--- src/rtl/progmem_loader.sv ---
// Boot-time program memory loader: a count header, then little-endian 32-bit words from a byte stream.
// Define PROGMEM_LOADER_CHECKSUM_EN to require a trailing mod-256 payload checksum byte.
module progmem_loader #(
  parameter int unsigned DEPTH          = 256,
  parameter int unsigned TIMEOUT_CYCLES = 1000000,
  parameter int unsigned CNT_W          = 9
) (
  input  logic             clk,
  input  logic             reset_n,
  input  logic             load_start,
  input  logic             rx_valid,
  input  logic [7:0]       rx_data,
  output logic [31:0]      byte_address,
  output logic             write_enable,
  output logic [31:0]      write_data,
  output logic             cpu_hold,
  output logic             load_done,
  output logic             load_error,
  output logic [CNT_W-1:0] words_written
);

  localparam logic [2:0] StIdle  = 3'd0;
  localparam logic [2:0] StHdrLo = 3'd1;
  localparam logic [2:0] StHdrHi = 3'd2;
  localparam logic [2:0] StLoad  = 3'd3;
`ifdef PROGMEM_LOADER_CHECKSUM_EN
  localparam logic [2:0] StChk   = 3'd4;
`endif
  localparam logic [2:0] StDone  = 3'd5;
  localparam logic [2:0] StError = 3'd6;

  localparam int unsigned TmoW = (TIMEOUT_CYCLES > 1) ? $clog2(TIMEOUT_CYCLES + 1) : 1;

  logic [2:0]       state_q, state_d;
  logic [15:0]      count_q, count_d;
  logic [1:0]       byte_idx_q, byte_idx_d;
  logic [23:0]      buf_q, buf_d;
  logic [TmoW-1:0]  tmo_q, tmo_d;
  logic             we_q, we_d;
  logic [31:0]      addr_q, addr_d;
  logic [31:0]      data_q, data_d;
  logic [CNT_W-1:0] words_q, words_d;
`ifdef PROGMEM_LOADER_CHECKSUM_EN
  logic [7:0]       sum_q, sum_d;
`endif

  logic        active;
  logic        tmo_expire;
  logic [15:0] hdr_n;

  always_comb begin
    active = (state_q == StHdrLo) || (state_q == StHdrHi) || (state_q == StLoad);
`ifdef PROGMEM_LOADER_CHECKSUM_EN
    active = active || (state_q == StChk);
`endif
  end

  assign hdr_n = {rx_data, count_q[7:0]};

  // rx_valid wins over an expiry landing in the same cycle.
  assign tmo_expire = active && !rx_valid && (TIMEOUT_CYCLES != 0) &&
                      ((32'(tmo_q) + 32'd1) == TIMEOUT_CYCLES);

  always_comb begin
    state_d    = state_q;
    count_d    = count_q;
    byte_idx_d = byte_idx_q;
    buf_d      = buf_q;
    tmo_d      = tmo_q;
    we_d       = 1'b0;
    addr_d     = addr_q;
    data_d     = data_q;
    words_d    = words_q;
`ifdef PROGMEM_LOADER_CHECKSUM_EN
    sum_d      = sum_q;
`endif

    if (active) begin
      if (rx_valid) begin
        tmo_d = '0;
      end else if (TIMEOUT_CYCLES != 0) begin
        tmo_d = tmo_q + TmoW'(1);
      end
    end

    case (state_q)
      StIdle, StDone, StError: begin
        if (load_start) begin
          state_d    = StHdrLo;
          words_d    = '0;
          byte_idx_d = '0;
          tmo_d      = '0;
`ifdef PROGMEM_LOADER_CHECKSUM_EN
          sum_d      = '0;
`endif
        end
      end
      StHdrLo: begin
        if (rx_valid) begin
          count_d[7:0] = rx_data;
          state_d      = StHdrHi;
        end
      end
      StHdrHi: begin
        if (rx_valid) begin
          count_d[15:8] = rx_data;
          if (hdr_n == 16'd0 || 32'(hdr_n) > DEPTH) begin
            state_d = StError;
          end else begin
            state_d = StLoad;
          end
        end
      end
      StLoad: begin
`ifndef PROGMEM_LOADER_CHECKSUM_EN
        // Last word's strobe is being driven this cycle; finish right after it.
        if (32'(words_q) == 32'(count_q)) begin
          state_d = StDone;
        end else
`endif
        if (rx_valid) begin
`ifdef PROGMEM_LOADER_CHECKSUM_EN
          sum_d = sum_q + rx_data;
`endif
          if (byte_idx_q == 2'd3) begin
            we_d       = 1'b1;
            addr_d     = 32'(words_q) << 2;
            data_d     = {rx_data, buf_q};
            words_d    = words_q + CNT_W'(1);
            byte_idx_d = 2'd0;
`ifdef PROGMEM_LOADER_CHECKSUM_EN
            if ((32'(words_q) + 32'd1) == 32'(count_q)) begin
              state_d = StChk;
            end
`endif
          end else begin
            buf_d[8*byte_idx_q +: 8] = rx_data;
            byte_idx_d               = byte_idx_q + 2'd1;
          end
        end
      end
`ifdef PROGMEM_LOADER_CHECKSUM_EN
      StChk: begin
        if (rx_valid) begin
          state_d = (rx_data == sum_q) ? StDone : StError;
        end
      end
`endif
      default: state_d = StIdle;
    endcase

    if (tmo_expire) begin
      state_d = StError;
    end
  end

  always_ff @(posedge clk) begin
    if (!reset_n) begin
      state_q    <= StIdle;
      count_q    <= '0;
      byte_idx_q <= '0;
      buf_q      <= '0;
      tmo_q      <= '0;
      we_q       <= 1'b0;
      addr_q     <= '0;
      data_q     <= '0;
      words_q    <= '0;
`ifdef PROGMEM_LOADER_CHECKSUM_EN
      sum_q      <= '0;
`endif
    end else begin
      state_q    <= state_d;
      count_q    <= count_d;
      byte_idx_q <= byte_idx_d;
      buf_q      <= buf_d;
      tmo_q      <= tmo_d;
      we_q       <= we_d;
      addr_q     <= addr_d;
      data_q     <= data_d;
      words_q    <= words_d;
`ifdef PROGMEM_LOADER_CHECKSUM_EN
      sum_q      <= sum_d;
`endif
    end
  end

  assign byte_address  = addr_q;
  assign write_enable  = we_q;
  assign write_data    = data_q;
  assign cpu_hold      = active;
  assign load_done     = (state_q == StDone);
  assign load_error    = (state_q == StError);
  assign words_written = words_q;

endmodule

--- config.mk ---
export PLATFORM = sky130hd
export DESIGN_NAME = progmem_loader
export DESIGN_NICKNAME = d
export VERILOG_FILES = /design/src/rtl/progmem_loader.sv
export SDC_FILE = /design/constraint.sdc
export NUM_CORES = 1
export LEC_CHECK = 0
export BUFFER_PORTS_ARGS = -buffer_cell sky130_fd_sc_hd__buf_2
export CORE_MARGIN = 8
export CORE_UTILIZATION = 60
export DETAILED_ROUTE_END_ITERATION = 8
export PLACE_DENSITY = 0.89
export SYNTH_ARGS = -nofsm -noshare
export SYNTH_HDL_FRONTEND = slang
export SYNTH_SLANG_ARGS = --single-unit
export TNS_END_PERCENT = 5
--- constraint.sdc ---
create_clock -name clk -period 6.15 [get_ports clk]
set_clock_uncertainty 0.1 [all_clocks]
set_input_delay 0.3075 -clock clk [delete_from_list [all_inputs] [get_ports clk]]
set_output_delay 0.3075 -clock clk [all_outputs]
set_load 0.01 [all_outputs]
==> impl_summary.md, run 1 <==
Power and ir drop
The total power per unit cell area is ~280 nW/um^2. VDD sags by at most 0.000180 V. In this run the static leakage power is around 2.5 nW.

CTS
The clock sink count is ~120. CTS built an H-tree with a depth of 4. The CTS clock-pin slew for the worst setup and hold paths is ~60 ps. For the worst-skew pair, the clock arrives at the later sink with an insertion delay of 510 ps. TritonCTS created 17 clock buffers. In this run the deepest clock path goes through 2 buffers. The number of setup buffers added after CTS is 0. The buffer cell driving the clock tree root is sky130_fd_sc_hd__clkbuf_8. The CTS tree is built. The count of cells resized by post-cts repair is 0. The number of hold buffers added after CTS was 0.

Worst setup path
For this run, the slowest stage of the critical path takes roughly 600 ps. STA classifies the critical path startpoint as a flop. In this run the worst setup path begins at state_q[1]$_SDFFE_PN0P_. Traced cell by cell, the critical path runs through or2b_2 -> nor3_1 -> and3_1 -> buf_4 -> a211oi_1 -> a31o_2. The setup path with the least slack is of type flop to flop. Data arrives at the worst endpoint at about 3300 ps. The critical path required time is between 6000 and 7000 ps. The sort of element at the end of the critical path is a flop. In this run the critical register-to-register path is launched from state_q[1]$_SDFFE_PN0P_. The peak fanout along the critical path is 28. The slowest stage of the critical path belongs to the cell sky130_fd_sc_hd__and3_1.

Yosys
The average size of a mapped cell is ~8.5 um^2. Synthesis produced a little under 700 cells. The distinct cell type count after synthesis is 66.

For this run, the leading register cell type out of synthesis is sky130_fd_sc_hd__dfxtp_1. Of the synthesized area, sequential elements account for 0.400. For this run, asynchronously set or reset flops after synthesis account for 0. After synthesis the cells add up to between 5000 and 6000 um^2. The number of warnings printed during yosys synthesis is 0.

The number of enable flip-flop cells after synthesis is 0. Synthesis inferred roughly 120 register bits.

Layout
The area used by sequential logic in the layout is between 2000 and 2500 um^2. The layout has about 700 filler cells. The signed area change from the synthesized netlist to the final layout is 12.7%. Of the cells placed in the final design, the portion with a size suffix greater than 1 is 0.169.

For this run, the share of the core covered by cells in the final layout is 0.682. The repair_antennas step left the layout with diodes totalling 0. Leaving out fill and tap cells, the most frequent cell in the layout is sky130_fd_sc_hd__nand2_1.

In the final layout, the multi-input gates occupy 3060 um^2. The count of non-filler cells in the finished layout is around 870. In the layout the commonest cells are sky130_fd_sc_hd__nand2_1, sky130_fd_sc_hd__dfxtp_1, sky130_fd_sc_hd__buf_2, sky130_fd_sc_hd__mux2i_1, sky130_fd_sc_hd__a21boi_0. In the final design database the tool counted between 700 and 800 nets.

Floorplanning
The floorplan has 36 rows. The starting density of the core is 0.605. The core region is roughly 9600 um^2. From left edge to right edge, the die measures between 100 and 150 um. The floorplan die height is 114 um. The die covers around 13,000 um^2.

During I/O placement, the number of pins put on the boundary was 89.

Global route
The number of global-route vias before repair is between 4,000 and 5,000. The initial antenna violation count was 0. The global-route wire length before repair is ~23,000 um.

Entering global routing, the biggest net connects roughly 100 pins. The overall fraction of global-route tracks in use is 0.216. The total overflow left after global routing is 0.

Placement
The placer congestion estimate is slightly above 0.9. The port buffer count is 65. The number of placed instances, taps included, is between 800 and 900. The detailed placement HPWL is 9270 um.

Drt
Detailed routing inserted a total of 5,040 vias. The detailed-router iteration count before antenna repair is 7. The count of nets left with antenna violations once routing finished came out at 0. The detailed router's first-iteration violation count is 380.

The count of unresolved DRC violations after routing is 0. The via count normalized by instance count is 5.82. The detailed-route wire length is between 10,000 and 15,000 um. Dividing the detail-routed wire length by the instance count gives about 16 um.

Timing
The worst pin sits at a relative slew slack of 0.252. The final hold violation count was 0. Adding up every negative setup slack in the final design gives 0 ps. Based on the critical path, the design can be clocked at up to around 0.34 GHz. The slew of the pin with the lowest slew margin is approximately 1100 ps.

The final hold slack is roughly 47 ps. The final max-slew violation count is 0. Setup repair after global routing left no endpoint under its margin.

Dividing the final minimum period by the clock period gives 0.480. The count of final setup violators is 0. The clock period could shrink to just under 3000 ps.

Run
Max-cap violations in this run came to 0.

Hold path
The class of the worst hold path is primary input to flop. The worst hold path begins at rx_data[7].

Status
The flow ran to the end, and the final reports show no timing, DRC or antenna violations.
==> kinds of logic after synthesis <==
kind of cell	share of synthesized area
AND/OR/NAND/NOR	0.252
flip-flops	0.400
AO/OA/AOI/OAI	0.135
buffers and inverters	0.0873
multiplexers	0.0890
XOR/XNOR	0.0211
adder cells (fa/ha/maj)	0.0151
other	0.000646
==> metrics by stage <==
step / worst slack, ps / power [mW] / instance area [um^2]
after floorplan: 3820 / 0.881 / 5890
after global placement: 3300 / 0.893 / 5950
after detailed placement: 3220 / 0.899 / 5950
after CTS: 3250 / 1.85 / 6540
after global routing: 3090 / 1.91 / 6540
final: 3200 / 1.85 / 6540
==> cell usage after synthesis, drive strengths merged (2+ instances only) <==
master / number / area share
a2111oi: 2 / 0.0041
a211oi: 4 / 0.0052
a21boi: 42 / 0.054
a21o: 2 / 0.0028
a21oi: 26 / 0.022
a22oi: 5 / 0.0065
a2bb2oi: 6 / 0.0091
a31o: 2 / 0.0030
and2: 5 / 0.0054
and3: 7 / 0.0082
and4: 3 / 0.0047
buf: 44 / 0.050
clkbuf: 24 / 0.026
dfxtp: 116 / 0.40
ha: 7 / 0.015
inv: 10 / 0.0065
mux2: 5 / 0.0097
mux2i: 46 / 0.079
nand2: 127 / 0.082
nand2b: 2 / 0.0022
nand3: 37 / 0.034
nand3b: 2 / 0.0026
nand4: 9 / 0.012
nand4b: 2 / 0.0030
nor2: 40 / 0.026
nor2b: 19 / 0.020
nor3: 14 / 0.013
nor3b: 7 / 0.0091
nor4: 8 / 0.011
o21a: 3 / 0.0039
o21ai: 11 / 0.0095
o21bai: 2 / 0.0026
o31ai: 2 / 0.0026
or3: 6 / 0.0065
or4: 3 / 0.0045
xnor2: 8 / 0.012
xor2: 6 / 0.0091
==> area by class of cell <==
cell class,count,area share
Clock buffer,19,0.0675
Clock inverter,13,0.0224
Inverter,11,0.00631
Multi-Input combinational cell,504,0.468
Sequential cell,116,0.355
Tap cell,133,0.0254
Timing Repair Buffer,70,0.0555
==> worst max-delay path, delay by kind of cell (launching register included) <==
kind                   cells  cell delay, ps
flip-flops                 1             550
AO/OA/AOI/OAI              2             380
buffers and inverters      1             410
AND/OR/NAND/NOR            3            1380
==> report_power, final <==
part / switching [mW] / leakage, nW / internal (mW)
clock network: 0.357 / 0.286 / 0.603
logic: 0.0832 / 1.27 / 0.0394
registers: 0.00926 / 0.935 / 0.758
==> layer usage <==
layer | track usage | up-vias | share of wire | wire length (um)
met5 | 0 | - | 0 | 0
met4 | 0.0941 | 0 | 0.020 | 277
met3 | 0.0485 | 37 | 0.073 | 1030
met2 | 0.371 | 220 | 0.49 | 6880
met1 | 0.253 | 2391 | 0.42 | 5970
li1 | - | 2392 | - | -
==> path summary, 6_finish.rpt <==
path | slack, ps | end | cells after the start
worst max register to register | 3200 | words_written[2]$_SDFFE_PN0P_ | 6
worst max-delay path | 3200 | words_written[2]$_SDFFE_PN0P_ | 6
worst min-delay path | 50 | write_data[31]$_SDFFE_PN0P_ | 3
worst min register to register | 360 | write_data[31]$_SDFFE_PN0P_ | 2
==> flip-flops by register name, summed over array words and instances (netlist names), 2 cells and up <==
| name | flops |
|---|---|
| state_q | 3 |
| byte_idx_q | 2 |
| words_written | 9 |
| tmo_q | 20 |
| byte_address | 9 |
| write_data | 32 |
| buf_q | 24 |
| count_q | 16 |
Power figures use the tool's default switching activity.
==> inputs of run 2 (changes only) <==
--- a/config.mk
+++ b/config.mk
@@ -5,11 +5,12 @@
 export SDC_FILE = /design/constraint.sdc
 export NUM_CORES = 1
 export LEC_CHECK = 0
+export ABC_AREA = 1
 export BUFFER_PORTS_ARGS = -buffer_cell sky130_fd_sc_hd__buf_2
 export CORE_MARGIN = 8
-export CORE_UTILIZATION = 60
+export CORE_UTILIZATION = 57
 export DETAILED_ROUTE_END_ITERATION = 8
-export PLACE_DENSITY = 0.89
+export PLACE_DENSITY = 0.85
 export SYNTH_ARGS = -nofsm -noshare
 export SYNTH_HDL_FRONTEND = slang
 export SYNTH_SLANG_ARGS = --single-unit
==> constraint.sdc (replaced) <==
create_clock -name clk -period 2.8 [get_ports clk]
set_clock_uncertainty 0.1 [all_clocks]
set_input_delay 0.14 -clock clk [delete_from_list [all_inputs] [get_ports clk]]
set_output_delay 0.14 -clock clk [all_outputs]
set_load 0.01 [all_outputs]
==> impl_summary.md, run 2 <==
Layout
In the layout the commonest cells are sky130_fd_sc_hd__nand2_1, sky130_fd_sc_hd__dfxtp_1, sky130_fd_sc_hd__a21oi_1, sky130_fd_sc_hd__nor2_1, sky130_fd_sc_hd__buf_2. The commonest non-fill, non-tap cell in the layout is sky130_fd_sc_hd__nand2_1. The fraction of final layout cells sized beyond drive strength 1 is 0.151. In the final design database the tool counted a little over 900 nets.

The area growth from synthesis to layout is 18.6%. Excluding fillers, the count of instances in the completed layout stands at between 1,000 and 1,500. The repair_antennas step left the layout with diodes totalling 0. The register with the most flip-flops in the layout has 32 of them. The total of fill cells in the finished design is between 800 and 900.

Timing
The worst path needs 2180 ps of the cycle, external delays included. The final hold violation count is 0. Setup total negative slack on the finished layout was measured at 0 ps. The count of final setup violators is 0.

The slew of the pin with the lowest slew margin is 890 ps. In this run the tightest slew margin relative to its limit is 0.404. Setup repair after global routing left no endpoint under its margin. The final max-slew violation count is 0. Of the available clock period, the critical path in the final layout requires 0.779. Based on the critical path, the design can be clocked at up to 0.458 GHz.

Global route
Entering global routing, the biggest net connects 74 pins. The global route total overflow is 0. The overall fraction of global-route tracks in use is 0.216. The global-route wire length before repair is 23,300 um. The number of global-route vias before repair is ~5,000. The initial antenna violation count is 0.

Yosys
The post-synthesis share of cell area spent on and, or, nand and nor gates is 0.323. The portion of synthesized area spent on multiplexers is 0. The synthesized design contains between 100 and 150 register bits. Yosys printed 0 warnings. The most frequent cell after synthesis is sky130_fd_sc_hd__nand2_1.

Counting every instance in the synthesized netlist gives around 800. Yosys mapped a number of flops with a built-in enable equal to 0. The average size of a mapped cell is 6.91 um^2. The proportion of synthesized flip-flops having asynchronous set or reset is 0. Of the synthesized area, sequential elements account for 0.409. The main combinational cell family by area after synthesis is simple AND/OR/NAND/NOR gates. The portion of synthesized cell area occupied by the leading cell type is 0.409.

The adder and majority gate portion of the synthesized area is 0.0154. For this run, the leading register cell type out of synthesis is sky130_fd_sc_hd__dfxtp_1. The post-synthesis cell area is ~5700 um^2. The cell taking the most area after synthesis is sky130_fd_sc_hd__dfxtp_1. Ranked by total cell area, the synthesized netlist is headed by sky130_fd_sc_hd__dfxtp_1, sky130_fd_sc_hd__nand2_1, sky130_fd_sc_hd__a21oi_1, sky130_fd_sc_hd__nor2_1, sky130_fd_sc_hd__nand3_1. The fraction of synthesized cell area in xor and xnor cells is 0.0185. The area fraction in compound gates after synthesis is 0.134. By count the netlist is led by sky130_fd_sc_hd__nand2_1, sky130_fd_sc_hd__dfxtp_1, sky130_fd_sc_hd__a21oi_1, sky130_fd_sc_hd__nor2_1, sky130_fd_sc_hd__inv_1. The distinct cell type count after synthesis is 36.

Floorplanning
From left edge to right edge, the die measures 116 um. The die is about 120 um tall. The floorplan step defined a die boundary enclosing roughly 13,000 um^2. The area inside the core boundary is 9730 um^2. The number of standard-cell rows in the floorplan is 36. The total I/O pin count is slightly below 90. For this configuration, the core starts out at a cell density of 0.584.

Drt
The wire length per cell is 13.9 um. The antenna violation net count after detailed routing is 0. After detailed routing, the total wire length is 14,500 um. The count of unresolved DRC violations after routing is 0. For this block, the initial DRC count from the detailed router was approximately 470.

The detailed router placed about 5,500 vias in this run. The first detailed-routing pass ran for 5 iterations. The via count normalized by instance count is between 5 and 6.

CTS
The clock buffer count from CTS is 17. After clock tree synthesis, the clock-pin slew on the worst setup and hold paths is ~60 ps. The number of buffers on the longest clock path is 2. The clock latency on the worst-skew pair is about 520 ps. In this run the clock root is driven by a sky130_fd_sc_hd__clkbuf_8. The tree built by TritonCTS fans out to roughly 120 sinks. Once the clock tree was built, the resizer swapped 0 gates to a different size.

The CTS tree is built. The H-tree was split into 4 levels.

Power and ir drop
The analysis attributes to cell leakage a power of roughly 2.8 nW. The total power per unit cell area is roughly 800 nW/um^2. The power after layout is between 5 and 6 mW. The maximum vdd drop is between 0.0004 and 0.0005 V.

Worst setup path
The kind of critical path is flop to flop. STA classifies the critical path startpoint as a flop. At the worst endpoint, the required time is 3060 ps. Of all nets on the critical path, the largest fanout is 42. The sort of element at the end of the critical path is a flop. STA puts the critical path data arrival time at approximately 2400 ps.

Placement
After detailed placement, the design holds a cell count of ~1,000. Input and output buffers added on the ports amount to 65. The detailed placement HPWL is about 9500 um.

The placer congestion estimate is 0.918.

Run
The count of max-cap constraint violations is 0.

Status
The run finished with clean final reports.

Hold path
In this run the worst hold path is classified as primary input to flop.
==> run 2: cell count changes in the layout (fill, tap and decap cells not counted), moves of 19 or more <==
cell	change
sky130_fd_sc_hd__nand2_1	+109
sky130_fd_sc_hd__inv_1	+50
sky130_fd_sc_hd__mux2i_1	-46
sky130_fd_sc_hd__nor2b_1	-19
sky130_fd_sc_hd__nor2_1	+40
sky130_fd_sc_hd__a21boi_0	-41
sky130_fd_sc_hd__a21oi_1	+87
==> run 2: area by class of cell <==
type,instances,area [um^2],share of cell area
clock buffers,17,414,0.0614
multi-input cells,609,2880,0.427
well taps,133,166,0.0247
inverters,70,265,0.0394
clock inverters,15,218,0.0323
repair buffers,82,478,0.0709
flip-flops and latches,116,2320,0.345
==> run 2: per-stage QoR <==
step / util / instance area, um^2 / setup slack [ps] / hold slack [ps]
4_1_cts: 0.693 / 6740 / 630 / 24.7
6_report: 0.693 / 6740 / 618 / 38.8
2_1_floorplan: - / 5760 / 1060 / 178
3_5_place_dp: 0.618 / 6010 / 717 / 339
3_3_place_gp: 0.618 / 6010 / 785 / 332
5_1_grt: 0.693 / 6740 / 474 / 68.0
==> run 2: worst paths after layout <==
| kind | start | to | slack (ps) | depth (start not counted) |
|---|---|---|---|---|
| worst min register to register | byte_address[6]$_SDFFE_PN0P_ | byte_address[6]$_SDFFE_PN0P_ | 360 | 2 |
| worst min-delay path | rx_valid | tmo_q[6]$_SDFF_PN0_ | 40 | 4 |
| worst max register to register | words_written[6]$_SDFFE_PN0P_ | words_written[0]$_SDFFE_PN0P_ | 620 | 9 |
| worst max-delay path | words_written[6]$_SDFFE_PN0P_ | words_written[0]$_SDFFE_PN0P_ | 620 | 9 |
==> run 2: worst max-delay path, cell delays in order (launching register included) <==
cell and delay [ps]:
sky130_fd_sc_hd__dfxtp_1 470, sky130_fd_sc_hd__inv_1 110, sky130_fd_sc_hd__nand2_1 110, sky130_fd_sc_hd__nand4_1 100, sky130_fd_sc_hd__nor2_1 250, sky130_fd_sc_hd__nand3_2 190, sky130_fd_sc_hd__nand4_2 140, sky130_fd_sc_hd__inv_2 290
sky130_fd_sc_hd__nand2_1 180, sky130_fd_sc_hd__a21oi_1 90
==> run 2: kinds of logic after synthesis <==
| logic type | Yosys count |
|---|---|
| xor+xnor | 12 |
| fa+ha+maj | 7 |
| compound gates | 150 |
| other cells | 1 |
| flops | 116 |
| buf+inv | 119 |
| simple gates | 417 |
==> run 2: what timing repair did <==
action,CTS,global route
hold buffers,10,0
setup buffers,0,0
hold endpoints to repair,37,0
==> run 2: per-layer routing <==
layer  track usage  part of all wire  vias up
met2         0.368              0.49      198
met5             0                 0        -
met1         0.260              0.43     2525
met4        0.0804             0.016        0
met3        0.0469             0.065       21
li1              -                 -     2779
==> run 2: where the power goes <==
part           total [mW]  internal [mW]  switching, mW
Clock                2.32           1.47          0.843
Sequential           1.83           1.75         0.0842
Combinational        1.37          0.369          0.996
Total                5.51           3.59           1.92
==> inputs of run 3 (changes only) <==
--- a/config.mk
+++ b/config.mk
@@ -5,12 +5,12 @@
 export SDC_FILE = /design/constraint.sdc
 export NUM_CORES = 1
 export LEC_CHECK = 0
-export ABC_AREA = 1
+export ABC_AREA = 0
 export BUFFER_PORTS_ARGS = -buffer_cell sky130_fd_sc_hd__buf_2
 export CORE_MARGIN = 8
-export CORE_UTILIZATION = 57
+export CORE_UTILIZATION = 52
 export DETAILED_ROUTE_END_ITERATION = 8
-export PLACE_DENSITY = 0.85
+export PLACE_DENSITY = 0.82
 export SYNTH_ARGS = -nofsm -noshare
 export SYNTH_HDL_FRONTEND = slang
 export SYNTH_SLANG_ARGS = --single-unit
==> constraint.sdc (replaced) <==
create_clock -name clk -period 1.9 [get_ports clk]
set_clock_uncertainty 0.1 [all_clocks]
set_input_delay 0.095 -clock clk [delete_from_list [all_inputs] [get_ports clk]]
set_output_delay 0.095 -clock clk [all_outputs]
set_load 0.01 [all_outputs]
==> impl_summary.md, run 3 (synthesis results as in run 1) <==
Worst setup path
The worst setup path is captured at a flop. The peak fanout along the critical path is 9. The number of cells on the worst reg-to-reg path is 7. Counting both buffers and inverters, the worst setup path holds a total of 1. The setup path with the least slack is of type flop to flop. The slowest cell on the critical path is sky130_fd_sc_hd__or4b_4.

Data arrives at the worst endpoint at between 2000 and 3000 ps. The worst setup path is launched from a flop. Traced cell by cell, the critical path runs through nor4_4 -> nand4_1 -> or4b_4 -> nand3_4 -> buf_12 -> nor3b_1 -> a31o_2. The startpoint identified for the worst register-to-register timing path is count_q[9]$_SDFFE_PN0P_. At the worst endpoint, the required time is between 2000 and 2500 ps. The family with the most delay on the worst path is simple AND/OR/NAND/NOR gates. Setup slack on the worst reg-to-reg path comes out at -340 ps. The terminus of the critical flop-to-flop path is words_written[0]$_SDFFE_PN0P_. On the worst path, the slowest cell contributes a delay of a little over 600 ps.

Global route
The first global-routing pass estimated about 29,000 um of wire. Summed over all layers, the global routing overflow is 0. The overall fraction of global-route tracks in use is 0.246. The pin count of the biggest net entering global routing is between 50 and 60. The number of global-route vias before repair is 5,735. The initial antenna violation count is 0.

Drt
The via count normalized by instance count is 5.99. The routed via count is slightly below 6,000. The first routing iteration left about 580 violations. Once detail routing completed, the nets flagged for antenna violations numbered 0. In the routed design, unresolved DRC markers number 0. The detailed-router iteration count before antenna repair is 6.

In the final routed layout, each cell accounts on average for 19.7 um. The routed design has 19,100 um of wire.

Floorplanning
The area enclosed by the die boundary is about 15,000 um^2. The floorplan die height is approximately 120 um. The die is between 100 and 150 um wide. The total I/O pin count is 89.

The region available for standard cell placement spans 10,900 um^2. The number of standard-cell rows in the floorplan is 38. The starting density of the core is 0.533.

Hold path
The min-delay analysis places its worst path in the category flop to flop. The worst-case hold path end point is write_data[2]$_SDFFE_PN0P_. The hold-critical path depth is 2.

The startpoint of the worst hold path is write_data[2]$_SDFFE_PN0P_.

Timing
The portion of the clock cycle consumed by the worst path in the final layout is 1.18. Setup slack on the critical path of the routed design comes to -336 ps. The final max-slew violation count was 0. The maximum achievable frequency is about 0.45 GHz. Setup violations remaining at the end of the flow were counted as between 80 and 90. Setup repair after global routing could not meet its margin everywhere. The final hold violation count is 0. The routed design could run at a clock period as short as about 2200 ps. The final total negative setup slack is -17,720 ps.

CTS
The clock drives 116 sinks. After clock tree synthesis, the clock-pin slew on the worst setup and hold paths is about 60 ps. The buffer cell driving the clock tree root is sky130_fd_sc_hd__clkbuf_8. TritonCTS built the clock tree. Counting the buffers created by CTS gives 17. In this run the deepest clock path goes through 2 buffers. The clock latency on the worst-skew pair is ~530 ps. The number of levels in the clock H-tree is 4.

Power and ir drop
Of the total power, registers draw 0.394. IR analysis of the VDD net gives a maximum drop of approximately 0.00051 V. The net switching power is roughly 1.5 mW.

The standby leakage power is 3.13 nW. The clock network power share is 0.507. The total power per unit cell area is a little over 800 nW/um^2.

The combinational share of power is 0.099. The internal power summed over all cells is around 4.8 mW. The power after layout is ~6.3 mW.

Of the total power, the share spent switching nets is 0.241.

Layout
The commonest non-fill, non-tap cell in the layout is sky130_fd_sc_hd__nand2_1. In the final layout, the share of cells above drive strength 1 is 0.326. The final core utilization is 0.714. The register with the most flip-flops in the layout has 32 of them. The post-route cell area is roughly 7800 um^2.

The final net count is 838. Leaving out fill and tap cells, the most frequent cells in the layout are sky130_fd_sc_hd__nand2_1, sky130_fd_sc_hd__dfxtp_1, sky130_fd_sc_hd__buf_4, sky130_fd_sc_hd__buf_2, sky130_fd_sc_hd__mux2i_1. 0 antenna diodes ended up in the layout. The signed area change from the synthesized netlist to the final layout is 33.9%.

Placement
Port buffering added 65 buffers. The placed standard-cell area is 6690 um^2. The pre-CTS setup slack is -327 ps. The detailed placement HPWL is roughly 11,000 um. The placer congestion estimate is 0.891.

Status
The run finished, with violations left. The checks that failed: setup timing.

Run
The count of max-cap constraint violations is 0.
-- run 3: changes by cell type in the layout (fill, tap and decap cells not counted), moves of 14 or more --
cell,previous run,this run
sky130_fd_sc_hd__o21ai_0,28,6
sky130_fd_sc_hd__nand2_1,236,120
sky130_fd_sc_hd__buf_4,7,79
sky130_fd_sc_hd__dfxtp_1,116,102
sky130_fd_sc_hd__nor2b_1,0,19
sky130_fd_sc_hd__nor2_1,80,38
sky130_fd_sc_hd__mux2i_1,0,46
sky130_fd_sc_hd__a21boi_1,0,29
sky130_fd_sc_hd__a21oi_1,113,24
sky130_fd_sc_hd__inv_1,60,9
-- run 3: what timing repair did --
| item | 4_1_cts | 5_1_grt |
|---|---|---|
| setup buffers | 3 | 4 |
| endpoints found under the hold margin | 57 | 0 |
| endpoints found under the setup margin | 90 | 91 |
| pin swaps | 29 | 28 |
| gates resized for setup | 57 | 63 |
| gates cloned | 2 | 0 |
| hold buffers | 11 | 0 |
-- run 3: final cells by class --
| cell class | count | area (um^2) |
|---|---|---|
| clock buffers | 22 | 453 |
| clock inverters | 9 | 129 |
| fillers | 691 | 3120 |
| inverters | 11 | 41.3 |
| multi-input cells | 504 | 3380 |
| flip-flops and latches | 116 | 2340 |
| well taps | 140 | 175 |
| repair buffers | 169 | 1250 |
-- run 3: power groups by stage --
stage	registers [mW]	clock network, mW	logic, mW
floorplan	2.52	0	0.345
global placement	2.52	0	0.476
detailed placement	2.52	0	0.494
CTS	2.47	3.18	0.559
global route	2.47	3.31	0.651
finish	2.47	3.18	0.620
-- run 3: how the worst max path moves through the flow --
| stage | startpoint | to | slack [ps] | cells past startpoint |
|---|---|---|---|---|
| 2_1_floorplan | words_written[2]$_SDFFE_PN0P_ | words_written[2]$_SDFFE_PN0P_ | -180 | 8 |
| 3_3_place_gp | count_q[9]$_SDFFE_PN0P_ | buf_q[3]$_SDFFE_PN0P_ | -210 | 6 |
| 3_5_place_dp | count_q[9]$_SDFFE_PN0P_ | buf_q[13]$_SDFFE_PN0P_ | -330 | 6 |
| 4_1_cts | count_q[14]$_SDFFE_PN0P_ | words_written[6]$_SDFFE_PN0P_ | -280 | 8 |
| 5_1_grt | count_q[9]$_SDFFE_PN0P_ | words_written[0]$_SDFFE_PN0P_ | -330 | 7 |
| 6_report | count_q[9]$_SDFFE_PN0P_ | words_written[0]$_SDFFE_PN0P_ | -340 | 7 |
-- run 3: worst reg2reg max path: stages, from the launching register on --
cell and delay (ps):
sky130_fd_sc_hd__dfxtp_2 330, sky130_fd_sc_hd__nor4_4 290, sky130_fd_sc_hd__nand4_1 190, sky130_fd_sc_hd__or4b_4 610
sky130_fd_sc_hd__nand3_4 190, sky130_fd_sc_hd__buf_12 160, sky130_fd_sc_hd__nor3b_1 50, sky130_fd_sc_hd__a31o_2 210
-- run 3: layer usage --
metal	track usage	wire, um	vias to the layer above
met5	0	0	-
met4	0.139	953	0
met3	0.0833	1940	104
met2	0.401	9020	376
met1	0.279	7230	2766
li1	-	-	2571
-- run 3: through the flow --
stage          hold slack, ps  cells
2_1_floorplan             130    701
3_3_place_gp              338    922
3_5_place_dp              349    922
4_1_cts                   343    969
5_1_grt                   367    971
6_report                  349    971
